`src/rtl/clct_patid_pkg.sv`:
```
// Shared definitions for the CLCT pattern-ID encoder: default geometry,
// the per-BX case classification and the reserved-code helper.
package clct_patid_pkg;

  localparam int NPAT_DEF  = 5;
  localparam int PID_W_DEF = 3;
  localparam int OUT_W_DEF = 5;
  localparam int CNT_W_DEF = 16;

  typedef enum logic [2:0] {
    NONE,
    L0,
    PAIR,
    L1ONLY,
    ERR
  } patid_case_e;

  // Reserved codes sit at the top of the code space: all-ones for none/error,
  // all-ones minus one for a lone CLCT1.
  function automatic int unsigned reserved_code(input int unsigned out_w,
                                                input patid_case_e kind);
    int unsigned all1;
    all1 = (32'd1 << out_w) - 32'd1;
    return (kind == L1ONLY) ? all1 - 32'd1 : all1;
  endfunction

endpackage

```
`src/rtl/patid_sat_counter.sv`:
```
// Saturating event counter with synchronous clear; clear beats increment.
module patid_sat_counter #(
  parameter int CNT_W = 16
) (
  input  logic             clock,
  input  logic             reset,
  input  logic             clear,
  input  logic             inc,
  output logic [CNT_W-1:0] count
);

  always_ff @(posedge clock) begin
    if (reset || clear) begin
      count <= '0;
    end else if (inc && (count != '1)) begin
      count <= count + CNT_W'(1);
    end
  end

endmodule

```
`src/rtl/clct_patid_encoder.sv`:
```
// Two-stage registered packer of both CLCTs' pattern IDs into one code.
// Define CLCT_PATID_STATS_EN to build the saturating event counters and cnt_clear.
module clct_patid_encoder
  import clct_patid_pkg::*;
#(
  parameter int NPAT  = NPAT_DEF,
  parameter int PID_W = PID_W_DEF,
  parameter int OUT_W = OUT_W_DEF,
  parameter int CNT_W = CNT_W_DEF
) (
  input  logic             clock,
  input  logic             reset,
  input  logic             in_vld,
  input  logic             lct0_vpf,
  input  logic [PID_W-1:0] clct0_pid,
  input  logic             lct1_vpf,
  input  logic [PID_W-1:0] clct1_pid,
`ifdef CLCT_PATID_STATS_EN
  input  logic             cnt_clear,
  output logic [CNT_W-1:0] cnt_single,
  output logic [CNT_W-1:0] cnt_pair,
  output logic [CNT_W-1:0] cnt_lct1only,
  output logic [CNT_W-1:0] cnt_err,
`endif
  output logic             out_vld,
  output logic [OUT_W-1:0] out_pid,
  output logic             out_err
);

  localparam int               SUM_W   = OUT_W + 1;
  localparam logic [31:0]      NPAT_U  = 32'(NPAT);
  localparam logic [OUT_W-1:0] ALL1    = OUT_W'(reserved_code(OUT_W, NONE));
  localparam logic [OUT_W-1:0] L1_CODE = OUT_W'(reserved_code(OUT_W, L1ONLY));

  if (NPAT < 1 || CNT_W < 1) begin : g_bad_sizes
    $error("clct_patid_encoder: NPAT and CNT_W must be at least 1");
  end
  if ((64'd1 << PID_W) < 64'(NPAT)) begin : g_bad_pid_w
    $error("clct_patid_encoder: PID_W too narrow for NPAT");
  end
  if (64'(NPAT) * 64'(NPAT + 1) + 64'd2 > (64'd1 << OUT_W)) begin : g_bad_out_w
    $error("clct_patid_encoder: OUT_W too narrow for NPAT*(NPAT+1)+2 codes");
  end

  // ---------------- stage 1: classify and pre-multiply ----------------
  logic             pid0_bad, pid1_bad;
  patid_case_e      in_case;
  logic [SUM_W-1:0] pid1_ext, pid1_x_npat;

  always_comb begin
    pid0_bad = lct0_vpf && (32'(clct0_pid) >= NPAT_U);
    pid1_bad = lct1_vpf && (32'(clct1_pid) >= NPAT_U);
    if (pid0_bad || pid1_bad)      in_case = ERR;
    else if (lct0_vpf && !lct1_vpf) in_case = L0;
    else if (lct0_vpf && lct1_vpf)  in_case = PAIR;
    else if (lct1_vpf)              in_case = L1ONLY;
    else                            in_case = NONE;
  end

  // Constant-coefficient multiply unrolled into shift-adds over NPAT's set bits.
  // NOTE: blocking '=' is correct here; the accumulator must see its own
  // previous iteration within one evaluation of the combinational block.
  always_comb begin
    pid1_ext    = SUM_W'(clct1_pid);
    pid1_x_npat = '0;
    for (int i = 0; i < SUM_W; i++) begin
      if (NPAT_U[i]) pid1_x_npat = pid1_x_npat + (pid1_ext << i);
    end
  end

  logic             s1_vld;
  patid_case_e      s1_case;
  logic [SUM_W-1:0] s1_pid0, s1_pid1_x_npat;

  // NOTE: only the valid bit is reset; the data registers are qualified by it,
  // so resetting them would add reset fan-out with no functional effect.
  always_ff @(posedge clock) begin
    if (reset) s1_vld <= 1'b0;
    else       s1_vld <= in_vld;
    if (in_vld) begin
      s1_case        <= in_case;
      s1_pid0        <= SUM_W'(clct0_pid);
      s1_pid1_x_npat <= pid1_x_npat;
    end
  end

  // ---------------- stage 2: final sum and code mux ----------------
  logic [SUM_W-1:0] pair_sum;
  logic [OUT_W-1:0] code_next;

  // NOTE: every branch assigns code_next (default included), so no latch.
  always_comb begin
    pair_sum = SUM_W'(NPAT) + s1_pid1_x_npat + s1_pid0;
    case (s1_case)
      L0:      code_next = OUT_W'(s1_pid0);
      PAIR:    code_next = OUT_W'(pair_sum);
      L1ONLY:  code_next = L1_CODE;
      default: code_next = ALL1;
    endcase
  end

  always_ff @(posedge clock) begin
    if (reset) begin
      out_vld <= 1'b0;
      out_pid <= ALL1;
      out_err <= 1'b0;
    end else begin
      out_vld <= s1_vld;
      if (s1_vld) begin
        out_pid <= code_next;
        out_err <= (s1_case == ERR);
      end
    end
  end

`ifdef CLCT_PATID_STATS_EN
  // ---------------- event statistics ----------------
  patid_case_e out_case;

  always_ff @(posedge clock) begin
    if (s1_vld) out_case <= s1_case;
  end

  patid_sat_counter #(.CNT_W(CNT_W)) u_cnt_single (
    .clock(clock), .reset(reset), .clear(cnt_clear),
    .inc(out_vld && (out_case == L0)), .count(cnt_single)
  );
  patid_sat_counter #(.CNT_W(CNT_W)) u_cnt_pair (
    .clock(clock), .reset(reset), .clear(cnt_clear),
    .inc(out_vld && (out_case == PAIR)), .count(cnt_pair)
  );
  patid_sat_counter #(.CNT_W(CNT_W)) u_cnt_lct1only (
    .clock(clock), .reset(reset), .clear(cnt_clear),
    .inc(out_vld && (out_case == L1ONLY)), .count(cnt_lct1only)
  );
  patid_sat_counter #(.CNT_W(CNT_W)) u_cnt_err (
    .clock(clock), .reset(reset), .clear(cnt_clear),
    .inc(out_vld && (out_case == ERR)), .count(cnt_err)
  );
`endif

endmodule

```
`config.mk`:
```
export PLATFORM = sky130hd
export DESIGN_NAME = clct_patid_encoder
export DESIGN_NICKNAME = d
export VERILOG_FILES = /design/src/rtl/clct_patid_pkg.sv /design/src/rtl/patid_sat_counter.sv /design/src/rtl/clct_patid_encoder.sv
export SDC_FILE = /design/constraint.sdc
export NUM_CORES = 1
export LEC_CHECK = 0
export CAP_MARGIN = 20
export CORE_UTILIZATION = 35
export CTS_BUF_LIST = sky130_fd_sc_hd__clkbuf_8
export DETAILED_ROUTE_END_ITERATION = 7
export PLACE_DENSITY = 0.62
export SLEW_MARGIN = 20
export SYNTH_ARGS = -nofsm -noshare
export SYNTH_HDL_FRONTEND = slang
export SYNTH_HIERARCHICAL = 1
export SYNTH_SLANG_ARGS = --single-unit
```
`constraint.sdc`:
```
create_clock -name clock -period 5.6 [get_ports clock]
set_input_delay 1.12 -clock clock [delete_from_list [all_inputs] [get_ports clock]]
set_output_delay 1.12 -clock clock [all_outputs]
set_load 0.1 [all_outputs]
```
# After elaboration in Yosys (flattened, before gate mapping)

Cells that the tools add are included.

Input port bits: 11
Bits in registers: 19

Add/sub/neg operators: 3
Muxes and demuxes: 4
Reductions and logical operators: 7
$lt $le $gt $ge: 2
Eq/ne operators: 4

Operator list:

| operator                                                  | number |
|---|---|
| case mux 5 bit (3 select lines)                           | 1 |
| == test 3 x 2 -> 1 bit (second input constant)            | 2 |
| greater-or-equal comparator 3 bit (second input constant) | 2 |
| adder 3 x 5 -> 5 bit                                      | 1 |
| adder 3 x 5 -> 5 bit (first input constant)               | 1 |
| adder 5 x 3 -> 5 bit                                      | 1 |
| logical AND 1 bit                                         | 4 |
| 2-to-1 mux 2 bit                                          | 2 |
| == test 3 x 1 -> 1 bit (second input constant)            | 1 |
| == test 3 bit (second input constant)                     | 1 |
| OR reduction 2 bit                                        | 1 |
| zero test 1 bit                                           | 1 |
| logical OR 1 bit                                          | 1 |
| 2-to-1 mux 1 bit                                          | 1 |

# Depth between registers and ports, before layout

Gate-level depths: netlist of the first run.

Word-level depth: 4
Gate-level depth with buffers: 9

# Least setup slack after synthesis of the first run

OpenSTA, ideal clock, no wires.

Kind: flip-flop to output port
Start point: register out_pid[4]
End point: output port out_pid[4]
Path slack: 3,538 ps
Cell stages (with the launch flop): 1
Data arrival time: 942 ps
Cells stage by stage: dfxtp_1

RTL lines:

| element                | line                      | source |
|---|---|---|
| start, declared        | clct_patid_encoder.sv:26  | `output logic [OUT_W-1:0] out_pid,` |
| start signal, assigned | clct_patid_encoder.sv:110 | `out_pid <= code_next;` |

No word-level cell between the ends.

# Worst setup path in the final report of the first run

Start point: register out_pid[4]
End point: output port out_pid[4]

No word-level cell between the ends.

==> results of run 1 <==
## power by group through the flow
stage               logic (mW)  clock network, mW  registers (mW)
CTS                     0.0725             0.0965           0.166
floorplan               0.0347                  0           0.183
global route            0.0788              0.102           0.168
finish                  0.0711             0.0952           0.166
global placement        0.0714                  0           0.169
detailed placement      0.0720                  0           0.170
## flip-flops by register name (all words and copies together), names as in the netlist
register / cells
out_pid: 5
s1_pid1_x_npat: 5
s1_case: 3
s1_pid0: 3
out_err: 1
out_vld: 1
s1_vld: 1
## through the flow
stage	utilization	hold WS [ps]	worst slack, ps	cells	area [um2]
2_1_floorplan	-	511	3540	77	932
3_3_place_gp	0.456	473	3030	124	1140
3_5_place_dp	0.456	481	3020	124	1140
4_1_cts	0.474	498	2730	128	1180
5_1_grt	0.474	510	2700	128	1180
6_report	0.474	492	2740	128	1180
## cell usage after synthesis
cell type / number / share of area
a21boi_1: 1 / 0.0081
a21o_1: 1 / 0.0081
a21oi_1: 2 / 0.011
a21oi_2: 1 / 0.0094
dfxtp_1: 8 / 0.17
edfxtp_1: 11 / 0.35
fa_1: 1 / 0.021
ha_1: 10 / 0.13
inv_1: 8 / 0.032
inv_2: 1 / 0.0040
mux2i_1: 1 / 0.011
nand2_1: 2 / 0.0081
nand2b_1: 4 / 0.027
nand2b_4: 2 / 0.030
nor2_1: 6 / 0.024
nor2b_1: 1 / 0.0067
nor3_1: 1 / 0.0054
nor3b_1: 1 / 0.0081
nor3b_2: 1 / 0.013
o211ai_1: 2 / 0.016
o21a_1: 1 / 0.0081
o21ai_0: 1 / 0.0054
o21ai_1: 1 / 0.0054
o21bai_1: 1 / 0.0081
o22a_2: 2 / 0.021
o22ai_1: 3 / 0.020
xor2_1: 3 / 0.028
## final timing paths
check,start,endpoint,slack (ps),cells after the start
worst max-delay path,out_pid[4],out_pid[4],2740,1
worst max register to register,s1_pid0[1],out_pid[3],3660,7
worst min register to register,out_pid[2],out_pid[2],490,2
worst min-delay path,out_pid[2],out_pid[2],490,2
## cell type report
cell class / instances / share of cell area
inverters: 9 / 0.0285
clock inverters: 1 / 0.00317
clock buffers: 3 / 0.0348
well taps: 30 / 0.0317
repair buffers: 17 / 0.144
flip-flops and latches: 19 / 0.414
multi-input cells: 49 / 0.344
## metal layers
layer / track usage / vias up / share of wire
met5: 0 / - / 0
li1: - / 312 / -
met1: 0.139 / 273 / 0.46
met2: 0.192 / 15 / 0.46
met3: 0.0339 / 4 / 0.046
met4: 0.0921 / 0 / 0.030
## logic make-up after synthesis
logic type,count (synthesis),share of synthesized area
flip-flops,19,0.526
adder cells (fa/ha/maj),11,0.156
buffers and inverters,9,0.0362
AND/OR/NAND/NOR,18,0.122
AO/OA/AOI/OAI,16,0.121
XOR/XNOR,3,0.0282
multiplexers,1,0.0107
==> metrics.md, run 1 <==
| Metric | Value |
|---|---|
| Outcome | completed |
| Setup violations, final | 0 |
| Mapped Cells | a little under 80 |
| Drt wl/cell | 11.0 um |
| Sw Ratio | 0.280 |
| # DRC | 0 |
| Detailed-route via count | 604 |
| Worst path arrival time | 1740 ps |
| Total global-route track usage | 0.122 |
| Layout cell share with drive strength beyond 1 | 0.102 |
| Combinational power share | 0.214 |
| CTS sink count | 19 |
| Area of the multi-input gates | between 400 and 500 um2 |
| 1st-iter DRT viols | 1 |
| Gr ovfl total | 0 |
| Number of H-tree levels | 1 |
| Vias/cell | ~4.7 |
| Least-Margin Pin Slew | 960 ps |
| Int Power | ~0.24 mW |
| Gp weighted congestion | ~0.69 |
| Fin crit share | 0.511 |
| Drt pass-1 iters | 2 |
| Root buf cell | clkbuf_8 |
| Fill count | between 200 and 250 |
| Fmax | ~350 MHz |
| RSZ-0062 raised after global routing | no |
| Post-CTS Setup Bufs | 0 |
| Row count | 18 |
| Synth-to-Final Area Change | 27.1% |
| Later-pin clock latency in the skew report | around 260 ps |
| Vias in the first global route | around 560 |
| PortBufs | 17 |
| Clock-pin slew on the worst setup and hold paths | about 70 ps |
| Pin count of the biggest net entering global routing | 13 |
| Post-Syn Area | 932 um2 |
| Leakage | between 0.4 and 0.5 nW |
| Global-route wire length before repair | ~2300 um |
| Total die area | about 0.0029 mm2 |
| Post-synthesis register bit count | 19 |
| Slowest CP cell | clkdlybuf4s50_1 |
| Die Width | ~54 um |
| Syn. warnings | 6 |
| Nets | 121 |
| Sw Pwr | between 0.09 and 0.1 mW |
| Sequential share of power | 0.500 |
| CP Max Fanout | 2 |
| Sequential-to-total area share from yosys stat | 0.526 |
| # IOs | 18 |
| Mean Syn Cell Area | approximately 12 um2 |
| Setup TNS | 0 ps |
| Register Area | 490 um2 |
| Dpl hpwl | 1120 um |
| Final Hold Violating Endpoints | 0 |
| Post-CTS Hold Buffers | 0 |
| Critical path launch point type | register |
| Final Critical Period | about 2900 ps |
| Max_cap viols | 0 |
| Post-CTS resize count | 0 |
| Yosys cell types | 27 |
| Initial antenna violation count | 0 |
| Die Y | 53.6 um |
| Syn nets | 99 |
| Pwr Density | roughly 280 mW/mm2 |
| Worst path cell trace | clkdlybuf4s50_1 |
| Commonest non-fill, non-tap cell in the layout | clkdlybuf4s50_1 |
| CTS max path bufs | 2 |
| Core area | 0.00250 mm2 |
| Share of total power in the clock network | 0.286 |
| # diodes | 0 |
| VDD IR max | about 0.00015 V |
| TritonCTS buffer count | 3 |
| CTS tree | built |
| ANT nets after route | 0 |
| CP delay by family, top | buffers and inverters |
| Worst Setup End Kind | output port |
| Worst Path Required | roughly 4500 ps |
| Slew Limit Fails | 0 |
| Slew HR | 0.358 |
| Starting Density | 0.373 |
| Clk_skew | between 5 and 6 ps |
| Overall power | around 0.33 mW |
| Worst path bufs/invs | 1 |
| Most frequent cells in the layout | clkdlybuf4s50_1 (17), edfxtp_1 (11), ha_1 (10) |
| Worst hold path class | reg -> reg |
| Drt total wl | between 1000 and 1500 um |
| Max stage delay on crit path | roughly 1100 ps |
| Crit Path Category | reg -> out |
No activity file was read; power rests on OpenSTA's default activity.
==> run 2: changes to the inputs <==
clock period = 2.8 ns   (was 5.6 ns; I/O delays follow)
==> run 2 against run 1 <==
  * Wire length up 0.92%
  * Combinational power up 98%
  * Hold slack worse by 2.6 ps
  * Global-route usage up 0.72 points
  * Core utilization down 0.70 points
  * Setup slack worse by 1900 ps
  * Die area unchanged
  * Power up 98%
  * Critical path type is now reg -> reg
  * Critical endpoint is now out_pid[3]
  * Register-to-register slack worse by 2800 ps
==> metrics.md, run 2 (same netlist as run 1, synthesis figures left out) <==
| Metric | Value |
|---|---|
| Outcome | completed |
| Fmax | ~520 MHz |
| RSZ-0062 raised after global routing | no |
| Leakage | 0.496 nW |
| Starting Density | 0.373 |
| Worst hold path class | reg -> reg |
| Global-route wire length before repair | roughly 2600 um |
| Pwr Density | 563 mW/mm2 |
| Slew HR | 0.663 |
| Total global-route track usage | 0.129 |
| Crit path depth | 7 |
| Fill count | about 250 |
| Worst path most repeated cell | ha_1 |
| VDD IR max | 0.000226 V |
| Number of H-tree levels | 1 |
| Vias in the first global route | between 600 and 700 |
| Clock-pin slew on the worst setup and hold paths | around 70 ps |
| Final Hold Violating Endpoints | 0 |
| Crit Path Category | reg -> reg |
| Nets | between 100 and 150 |
| Post-CTS Hold Buffers | 0 |
| ANT nets after route | 0 |
| Gp weighted congestion | 0.781 |
| Crit. Startpoint | s1_pid0[1] |
| CP Max Fanout | 2 |
| Root buf cell | clkbuf_8 |
| # IOs | 18 |
| Gr ovfl total | 0 |
| Drt total wl | 1430 um |
| R2r worst-path depth | 7 |
| Max_cap viols | 0 |
| Largest regs | out_pid (5), s1_pid1_x_npat (5) |
| Max stage delay on crit path | between 300 and 400 ps |
| Fin crit share | 0.689 |
| # diodes | 0 |
| 1st-iter DRT viols | 4 |
| Area of the multi-input gates | ~410 um2 |
| Later-pin clock latency in the skew report | around 250 ps |
| Worst Setup End Kind | register |
| Slew Limit Fails | 0 |
| Drt pass-1 iters | 2 |
| Drt wl/cell | 11.1 um |
| Clk_skew | about 3.9 ps |
| Worst path bufs/invs | 0 |
| Reg2reg end | out_pid[3] |
| Die Width | between 50 and 60 um |
| Layout cell share with drive strength beyond 1 | 0.173 |
| FF-to-FF Start | s1_pid0[1] |
| Synth-to-Final Area Change | 25.2% |
| CTS tree | built |
| Crit path to | out_pid[3] |
| Vias/cell | between 4 and 5 |
| Final instance area | roughly 0.0012 mm2 |
| Total die area | between 0.002 and 0.003 mm2 |
| CP delay by family, top | adder cells |
| Most frequent cells in the layout | edfxtp_1 (11), ha_1 (10), clkdlybuf4s50_1 (10) |
| R2r setup slk | around 870 ps |
| Post-CTS Setup Bufs | 0 |
| Detailed-route via count | a little over 600 |
| Core area | roughly 0.0025 mm2 |
| # DRC | 0 |
| PortBufs | 17 |
| Post-CTS resize count | 0 |
| Commonest non-fill, non-tap cell in the layout | edfxtp_1 |
| Critical path launch point type | register |
| Setup violations, final | 0 |
| Register Area | ~500 um2 |
| Initial antenna violation count | 0 |
| Worst Path Required | 2950 ps |
| Worst path cell trace | ha_1 -> ha_1 -> fa_1 -> xor2_1 -> o21a_1 -> o22ai_1 -> nand2b_1 |
| Placed Instance Area | between 0.001 and 0.0015 mm2 |
| TritonCTS buffer count | 3 |
| Die Y | 53.6 um |
| Final Critical Period | ~1900 ps |
| Row count | 18 |
| Fin worst setup slack | between 800 and 900 ps |
| CTS sink count | 19 |
| Setup TNS | 0 ps |
| Worst path arrival time | slightly above 2000 ps |
| Slowest CP cell | edfxtp_1 |
| Dpl ws | between 800 and 900 ps |
| Dpl hpwl | between 1000 and 1500 um |
| CTS max path bufs | 2 |
| Least-Margin Pin Slew | 503 ps |
| Pin count of the biggest net entering global routing | 13 |
## run 2: cell types whose count changed in the layout (fill, tap and decap cells not counted)
| cell | before | now |
|---|---|---|
| buf_4 | 0 | 7 |
| clkdlybuf4s50_1 | 17 | 10 |
## run 2: power breakdown
group	total [mW]	internal [mW]	switching (mW)
sequential	0.332	0.318	0.0141
combinational	0.141	0.0612	0.0798
clock	0.184	0.0974	0.0863
total	0.657	0.477	0.180
## run 2: layout make-up
cell class / count / share of cell area
Multi-Input combinational cell: 49 / 0.349
Timing Repair Buffer: 17 / 0.131
Clock buffer: 3 / 0.0354
Clock inverter: 1 / 0.00322
Inverter: 9 / 0.0289
Tap cell: 30 / 0.0322
Sequential cell: 19 / 0.420
## run 2: worst min-delay path by stage
| stage | end | slack (ps) | cells past startpoint | start |
|---|---|---|---|---|
| 2_1_floorplan | out_pid[4] | 510 | 2 | s1_pid1_x_npat[4] |
| 3_3_place_gp | out_pid[2] | 480 | 2 | out_pid[2] |
| 3_5_place_dp | out_pid[2] | 480 | 2 | out_pid[2] |
| 4_1_cts | out_pid[2] | 500 | 2 | out_pid[2] |
| 5_1_grt | out_pid[2] | 510 | 2 | out_pid[2] |
| 6_report | out_pid[2] | 490 | 2 | out_pid[2] |
## run 2: worst register-to-register path, cell delays in order, from the launching register on
cell and delay, ps:
edfxtp_1 390, ha_1 320, ha_1 240, fa_1 380, xor2_1 150, o21a_1 160, o22ai_1 120, nand2b_1 70
## run 2: routing by layer
metal	routed length, um	vias up	share of wire	track usage
met2	699	14	0.49	0.219
li1	-	315	-	-
met3	70	2	0.049	0.0339
met4	8	0	0.0056	0.0658
met1	647	273	0.45	0.148
met5	0	-	0	0
## run 2: through the flow
stage,power (mW),hold WS [ps],utilization,cells
after floorplan,0.436,511,-,77
after global placement,0.478,478,0.449,124
after detailed placement,0.481,482,0.449,124
after CTS,0.670,498,0.467,128
after global routing,0.700,507,0.467,128
final,0.657,489,0.467,128
